### config.mk
export PLATFORM = sky130hd
export DESIGN_NAME = bullet_judge
export DESIGN_NICKNAME = d
export VERILOG_FILES = /design/src/rtl/tank_pkg.sv /design/src/rtl/box_overlap.sv /design/src/rtl/bullet_judge.sv
export SDC_FILE = /design/constraint.sdc
export NUM_CORES = 1
export LEC_CHECK = 0
export BUFFER_PORTS_ARGS = -buffer_cell sky130_fd_sc_hd__buf_4
export CAP_MARGIN = 10
export CORE_MARGIN = 2
export CORE_UTILIZATION = 40
export DETAILED_ROUTE_END_ITERATION = 10
export PLACE_DENSITY = 0.65
export RECOVER_POWER = 25
export SYNTH_ARGS = -nofsm -noshare
export SYNTH_HDL_FRONTEND = slang
export SYNTH_SLANG_ARGS = --single-unit
### constraint.sdc
create_clock -name Clk -period 4.6 [get_ports Clk]
set_input_delay 0.69 -clock Clk [delete_from_list [all_inputs] [get_ports Clk]]
set_output_delay 0.69 -clock Clk [all_outputs]
set_load 0.01 [all_outputs]
### src/rtl/tank_pkg.sv
// Shared types and constants for the tank game judge.
package tank_pkg;

  typedef enum logic [1:0] {
    IDLE       = 2'd0,
    PLAY       = 2'd1,
    ROUND_OVER = 2'd2,
    GAME_OVER  = 2'd3
  } judge_state_t;

  typedef enum logic [1:0] {
    NONE = 2'b00,
    P0   = 2'b01,
    P1   = 2'b10,
    DRAW = 2'b11
  } winner_t;

  localparam logic [3:0] WIN_SCORE_DEFAULT     = 4'd5;
  localparam logic [7:0] FREEZE_FRAMES_DEFAULT = 8'd60;
  localparam logic [9:0] TANK_SIZE_DEFAULT     = 10'd32;
  localparam logic [9:0] BULLET_SIZE_DEFAULT   = 10'd8;

  localparam logic [1:0] BULL_FLY    = 2'b01;
  localparam logic [1:0] BULL_CANCEL = 2'b00;

  function automatic logic [3:0] sat_inc(input logic [3:0] v);
    return (v == 4'hF) ? v : v + 4'd1;
  endfunction

endpackage

### src/rtl/box_overlap.sv
// Inclusive axis-aligned box overlap test; end coordinates are widened so
// boxes near the right/bottom edge of the 10-bit space never wrap.
module box_overlap (
  input  logic [9:0] a_x,
  input  logic [9:0] a_y,
  input  logic [9:0] a_size,
  input  logic [9:0] b_x,
  input  logic [9:0] b_y,
  input  logic [9:0] b_size,
  output logic       hit
);

  logic [10:0] a_x_end, a_y_end, b_x_end, b_y_end;

  assign a_x_end = {1'b0, a_x} + {1'b0, a_size};
  assign a_y_end = {1'b0, a_y} + {1'b0, a_size};
  assign b_x_end = {1'b0, b_x} + {1'b0, b_size};
  assign b_y_end = {1'b0, b_y} + {1'b0, b_size};

  assign hit = ({1'b0, a_x} <= b_x_end) && ({1'b0, b_x} <= a_x_end) &&
               ({1'b0, a_y} <= b_y_end) && ({1'b0, b_y} <= a_y_end);

endmodule

### src/rtl/bullet_judge.sv
// Bullet/tank hit judge with score keeping and round/game sequencing.
// Define BULLET_CLASH_EN to let two in-flight bullets cancel each other.
//
// state      | meaning
// IDLE       | waiting for start, tanks frozen
// PLAY       | round in progress, hits evaluated each frame
// ROUND_OVER | someone scored, tanks frozen for FREEZE_FRAMES frames
// GAME_OVER  | a player reached WIN_SCORE, winner held until start
module bullet_judge
  import tank_pkg::*;
#(
  parameter logic [3:0] WIN_SCORE     = WIN_SCORE_DEFAULT,
  parameter logic [7:0] FREEZE_FRAMES = FREEZE_FRAMES_DEFAULT,
  parameter logic [9:0] TANK_SIZE     = TANK_SIZE_DEFAULT,
  parameter logic [9:0] BULLET_SIZE   = BULLET_SIZE_DEFAULT
) (
  input  logic       Clk,
  input  logic       Reset,
  input  logic       frame_clk,
  input  logic       start,
  input  logic [1:0] p0_hit,
  input  logic [1:0] p1_hit,
  input  logic [9:0] p0_bullet_X,
  input  logic [9:0] p0_bullet_Y,
  input  logic [9:0] p1_bullet_X,
  input  logic [9:0] p1_bullet_Y,
  input  logic [9:0] p0_tank_X,
  input  logic [9:0] p0_tank_Y,
  input  logic [9:0] p1_tank_X,
  input  logic [9:0] p1_tank_Y,
  output logic [1:0] p0_bull_hit,
  output logic [1:0] p1_bull_hit,
  output logic [3:0] score0,
  output logic [3:0] score1,
  output logic       freeze,
  output logic       round_reset,
  output logic       game_over,
  output logic [1:0] winner
);

  judge_state_t state;
  logic       frame_clk_d, tick;
  logic [7:0] frame_cnt;
  logic       cancel0, cancel1;
  logic       ov0, ov1, clash;
  logic       hit0, hit1;
  logic       keep0, keep1, set0, set1;
  logic [3:0] s0_next, s1_next;
  logic       win0, win1;

  box_overlap u_p0_on_p1 (
    .a_x(p0_bullet_X), .a_y(p0_bullet_Y), .a_size(BULLET_SIZE),
    .b_x(p1_tank_X),   .b_y(p1_tank_Y),   .b_size(TANK_SIZE),
    .hit(ov0)
  );

  box_overlap u_p1_on_p0 (
    .a_x(p1_bullet_X), .a_y(p1_bullet_Y), .a_size(BULLET_SIZE),
    .b_x(p0_tank_X),   .b_y(p0_tank_Y),   .b_size(TANK_SIZE),
    .hit(ov1)
  );

`ifdef BULLET_CLASH_EN
  logic ov_bb;

  box_overlap u_clash (
    .a_x(p0_bullet_X), .a_y(p0_bullet_Y), .a_size(BULLET_SIZE),
    .b_x(p1_bullet_X), .b_y(p1_bullet_Y), .b_size(BULLET_SIZE),
    .hit(ov_bb)
  );

  assign clash = (p0_hit == BULL_FLY) && (p1_hit == BULL_FLY) && ov_bb;
`else
  assign clash = 1'b0;
`endif

  assign hit0 = (p0_hit == BULL_FLY) && ov0;
  assign hit1 = (p1_hit == BULL_FLY) && ov1;

  // A cancelled bullet stays cancelled until its controller reports it retired.
  assign keep0 = cancel0 & ~(tick & (p0_hit == BULL_CANCEL));
  assign keep1 = cancel1 & ~(tick & (p1_hit == BULL_CANCEL));
  assign set0  = hit0 | clash | keep0;
  assign set1  = hit1 | clash | keep1;

  assign s0_next = hit0 ? sat_inc(score0) : score0;
  assign s1_next = hit1 ? sat_inc(score1) : score1;
  assign win0    = (s0_next >= WIN_SCORE);
  assign win1    = (s1_next >= WIN_SCORE);

  always_ff @(posedge Clk) begin
    if (Reset) begin
      frame_clk_d <= 1'b0;
      tick        <= 1'b0;
    end else begin
      frame_clk_d <= frame_clk;
      tick        <= frame_clk & ~frame_clk_d;
    end
  end

  always_ff @(posedge Clk) begin
    if (Reset) begin
      state       <= IDLE;
      score0      <= 4'd0;
      score1      <= 4'd0;
      p0_bull_hit <= BULL_CANCEL;
      p1_bull_hit <= BULL_CANCEL;
      freeze      <= 1'b1;
      round_reset <= 1'b0;
      game_over   <= 1'b0;
      winner      <= NONE;
      frame_cnt   <= 8'd0;
      cancel0     <= 1'b0;
      cancel1     <= 1'b0;
    end else begin
      round_reset <= 1'b0;
      case (state)
        IDLE, GAME_OVER: begin
          cancel0 <= keep0;
          cancel1 <= keep1;
          if (start) begin
            state       <= PLAY;
            score0      <= 4'd0;
            score1      <= 4'd0;
            round_reset <= 1'b1;
            freeze      <= 1'b0;
            game_over   <= 1'b0;
            winner      <= NONE;
            cancel0     <= 1'b0;
            cancel1     <= 1'b0;
            p0_bull_hit <= BULL_FLY;
            p1_bull_hit <= BULL_FLY;
          end
        end

        PLAY: begin
          if (tick) begin
            score0  <= s0_next;
            score1  <= s1_next;
            cancel0 <= set0;
            cancel1 <= set1;
            if (win0 || win1) begin
              state       <= GAME_OVER;
              freeze      <= 1'b1;
              game_over   <= 1'b1;
              winner      <= (win0 && win1) ? DRAW : (win0 ? P0 : P1);
              p0_bull_hit <= BULL_CANCEL;
              p1_bull_hit <= BULL_CANCEL;
            end else if (hit0 || hit1) begin
              state       <= ROUND_OVER;
              frame_cnt   <= 8'd0;
              freeze      <= 1'b1;
              p0_bull_hit <= BULL_CANCEL;
              p1_bull_hit <= BULL_CANCEL;
            end else begin
              p0_bull_hit <= set0 ? BULL_CANCEL : BULL_FLY;
              p1_bull_hit <= set1 ? BULL_CANCEL : BULL_FLY;
            end
          end
        end

        ROUND_OVER: begin
          cancel0 <= keep0;
          cancel1 <= keep1;
          if (tick) begin
            if (frame_cnt == FREEZE_FRAMES - 8'd1) begin
              state       <= PLAY;
              round_reset <= 1'b1;
              freeze      <= 1'b0;
              p0_bull_hit <= keep0 ? BULL_CANCEL : BULL_FLY;
              p1_bull_hit <= keep1 ? BULL_CANCEL : BULL_FLY;
            end else begin
              frame_cnt <= frame_cnt + 8'd1;
            end
          end
        end

        default: state <= IDLE;
      endcase
    end
  end

endmodule
==> flow_metrics.tcl <==
set metrics [dict create \
    drtIter0Drc 209 \
    cp.arrival_ns 3.67 \
    first_pass_iters 4 \
    drive_gt1_share_pct 18.5 \
    path_cells "buf_4 > ha_1 > nand2_1 > nor2_1 > xnor2_1 > ha_1 > nand4_1 > or2_1 > a21oi_1 > o41ai_2 > and4_1 > o21bai_4 > a31oi_4 > or4_4 > o32ai_1" \
    grt_util_all_layers_pct 18.4 \
    die_w_um 108 \
    gp_congestion 0.944 \
    synth_area_um2 4310 \
    regArea_um2 581 \
    grt_max_degree 23 \
    core-area_um2 10400 \
    ir_worst_vdd_v 0.000101 \
    rsz0062_at_grt "no" \
    synthArstFlopShare_pct 0 \
    portBuffers 102 \
    nets 828 \
    critPathMaxFanout 14 \
    route.vias.total 4279 \
    ys_ff_latch 29 \
    syn_inst 549 \
    drc_errors 0 \
    startpoint_type "input port" \
    power_density_nw_per_um2 201 \
    slew_violations 0 \
    fin_skew_ns 0.00989 \
    syn_avg_cell_area_um2 7.84 \
    rows 37 \
    p_leak_nw 2.50 \
    grt_pass1_wl_um 17900 \
    holdWs_ns 0.387 \
    cp_slowest_cell "or4_4" \
    clock-sinks 29 \
    layout_common_cells "93 x ha_1, 93 x buf_4, 56 x inv_1" \
    fin_crit_sh_pct 75.8 \
    final_antenna_net_count 0 \
    required_ns 4.78 \
    slowest_delay_ns 0.53 \
    ys_seq_area_share_pct 13.5 \
    grt_pass1_vias 4174 \
    finalHoldViolations 0 \
    grt.overflow.total 0 \
    area_delta_synth_final_pct 22.0 \
    crit_type "input port to flop" \
    hold_buffers 0 \
    setup_viol 0 \
    nFillCells 1020 \
    cp-end-kind "flop" \
    hold_path.class "flop to flop" \
    viasPerCell 5.46 \
    cp_common_cell "ha_1" \
    wl_per_cell_um 13.6 \
    synth_cell_type_count 68 \
    dp_hpwl_um 9010 \
    cts_tree "yes" \
    antenna_found_initial 0 \
    cts_setup_buffers 0 \
    fmax_mhz 287 \
    antenna_cells 0 \
    tightest_slew_ns 1.04 \
    slew_headroom_pct 30.9 \
    min_period_ns 3.49 \
    path_clk_slew_ns 0.06 \
    drv_cap 0 \
    cts.path.max_buffers 2 \
    cts_resized 0 \
    clk_latency_ns 0.29 \
    die_y_um 108 \
    status "finished, final reports clean" \
    yosys_warnings 0 \
    wl_um 10700 \
    root_buffer "clkbuf_8" \
    synth_edf_count 0 \
    multi_input_area_um2 3460 \
    initial_core_util_pct 41.5 \
    final.setup.tns_ns 0 \
    io_pins 105 \
    cts_max_level 2 \
    numCtsBuffers 5 \
    dieArea_um2 11600 \
    ys.flop_type "dfxtp_1" \
]
-- flip-flops by register name (all words and copies together) (netlist names) --
| signal | count |
|---|---|
| freeze | 1 |
| winner | 2 |
| round_reset | 1 |
| cancel0 | 1 |
| p0_bull_hit | 1 |
| score1 | 4 |
| tick | 1 |
| game_over | 1 |
| score0 | 4 |
| frame_cnt | 8 |
| frame_clk_d | 1 |
| cancel1 | 1 |
| p1_bull_hit | 1 |
| state | 2 |
-- worst paths after layout --
check | from | depth (start not counted) | to | slack (ns)
min reg2reg | frame_clk_d$_SDFF_PP0_ | 1 | tick$_SDFF_PP0_ | 0.39
min | frame_clk_d$_SDFF_PP0_ | 1 | tick$_SDFF_PP0_ | 0.39
max reg2reg | state[1]$_SDFFE_PP0P_ | 9 | score1[3]$_SDFFE_PP0P_ | 1.87
max | p1_bullet_X[3] | 15 | frame_cnt[1]$_SDFFE_PP0P_ | 1.11
-- critical path, delay by kind of cell --
| kind | cells | cell delay [ns] |
|---|---|---|
| simple gates | 6 | 1.21 |
| xor+xnor | 1 | 0.12 |
| fa+ha+maj | 2 | 0.50 |
| compound gates | 5 | 1.00 |
| buf+inv | 1 | 0.13 |
-- logic make-up after synthesis --
group,Yosys count,share of synthesized area [%]
AND/OR/NAND/NOR,183,22.3
AO/OA/AOI/OAI,139,23.3
adder cells (fa/ha/maj),93,27.0
buffers and inverters,68,6.28
XOR/XNOR,32,6.51
flip-flops,29,13.5
multiplexers,4,0.988
other,1,0.0871
-- final cells by class --
| cell class | instances | area share (%) |
|---|---|---|
| Multi-Input combinational cell | 453 | 65.8 |
| Timing Repair Buffer | 102 | 13.9 |
| Sequential cell | 29 | 11.1 |
| Inverter | 56 | 4.00 |
| Tap cell | 136 | 3.24 |
| Clock buffer | 7 | 1.83 |
| Clock inverter | 1 | 0.0953 |
-- where the power goes --
group	leakage, nW	switching, mW	internal, mW	total [mW]
registers	0.236	0.0144	0.272	0.286
logic	2.21	0.307	0.225	0.532
clock network	0.0542	0.102	0.135	0.237
total	2.50	0.423	0.632	1.06
-- stage by stage --
stage               cells  area (µm²)  setup slack, ns  total power, mW  utilization, %
finish                784        5250             1.11             1.06            50.7
global route          784        5250            0.878             1.14            50.7
CTS                   784        5290             1.12             1.07            51.0
detailed placement    776        5180            0.818            0.833            50.0
global placement      776        5180            0.931            0.822            50.0
floorplan             550        4310             1.28            0.648               -
-- layer usage --
| metal | vias up | share of wire [%] | GRT usage, % | routed length (µm) |
|---|---|---|---|---|
| met1 | 1937 | 46 | 22.8 | 4880 |
| li1 | 2196 | - | - | - |
| met2 | 127 | 47 | 33.1 | 5000 |
| met5 | - | 0 | 0 | 0 |
| met3 | 19 | 5.7 | 2.12 | 610 |
| met4 | 0 | 1.8 | 5.86 | 193 |
-- synthesized netlist by cell type, drive strengths merged, types with 8 or more instances --
library cell,count,share of area (%)
a211oi,11,2.2
a21o,16,2.8
a21oi,38,4.5
and3,9,1.5
clkbuf,9,0.78
dfxtp,29,13
ha,93,27
inv,56,4.9
nand2,38,3.3
nand3,31,3.6
nand4,13,1.9
nor2,37,3.6
nor2b,8,1.2
nor3,14,1.6
o21ai,19,2.2
xnor2,12,2.4
xor2,20,4.1
No activity file was read; power rests on OpenSTA's default activity.
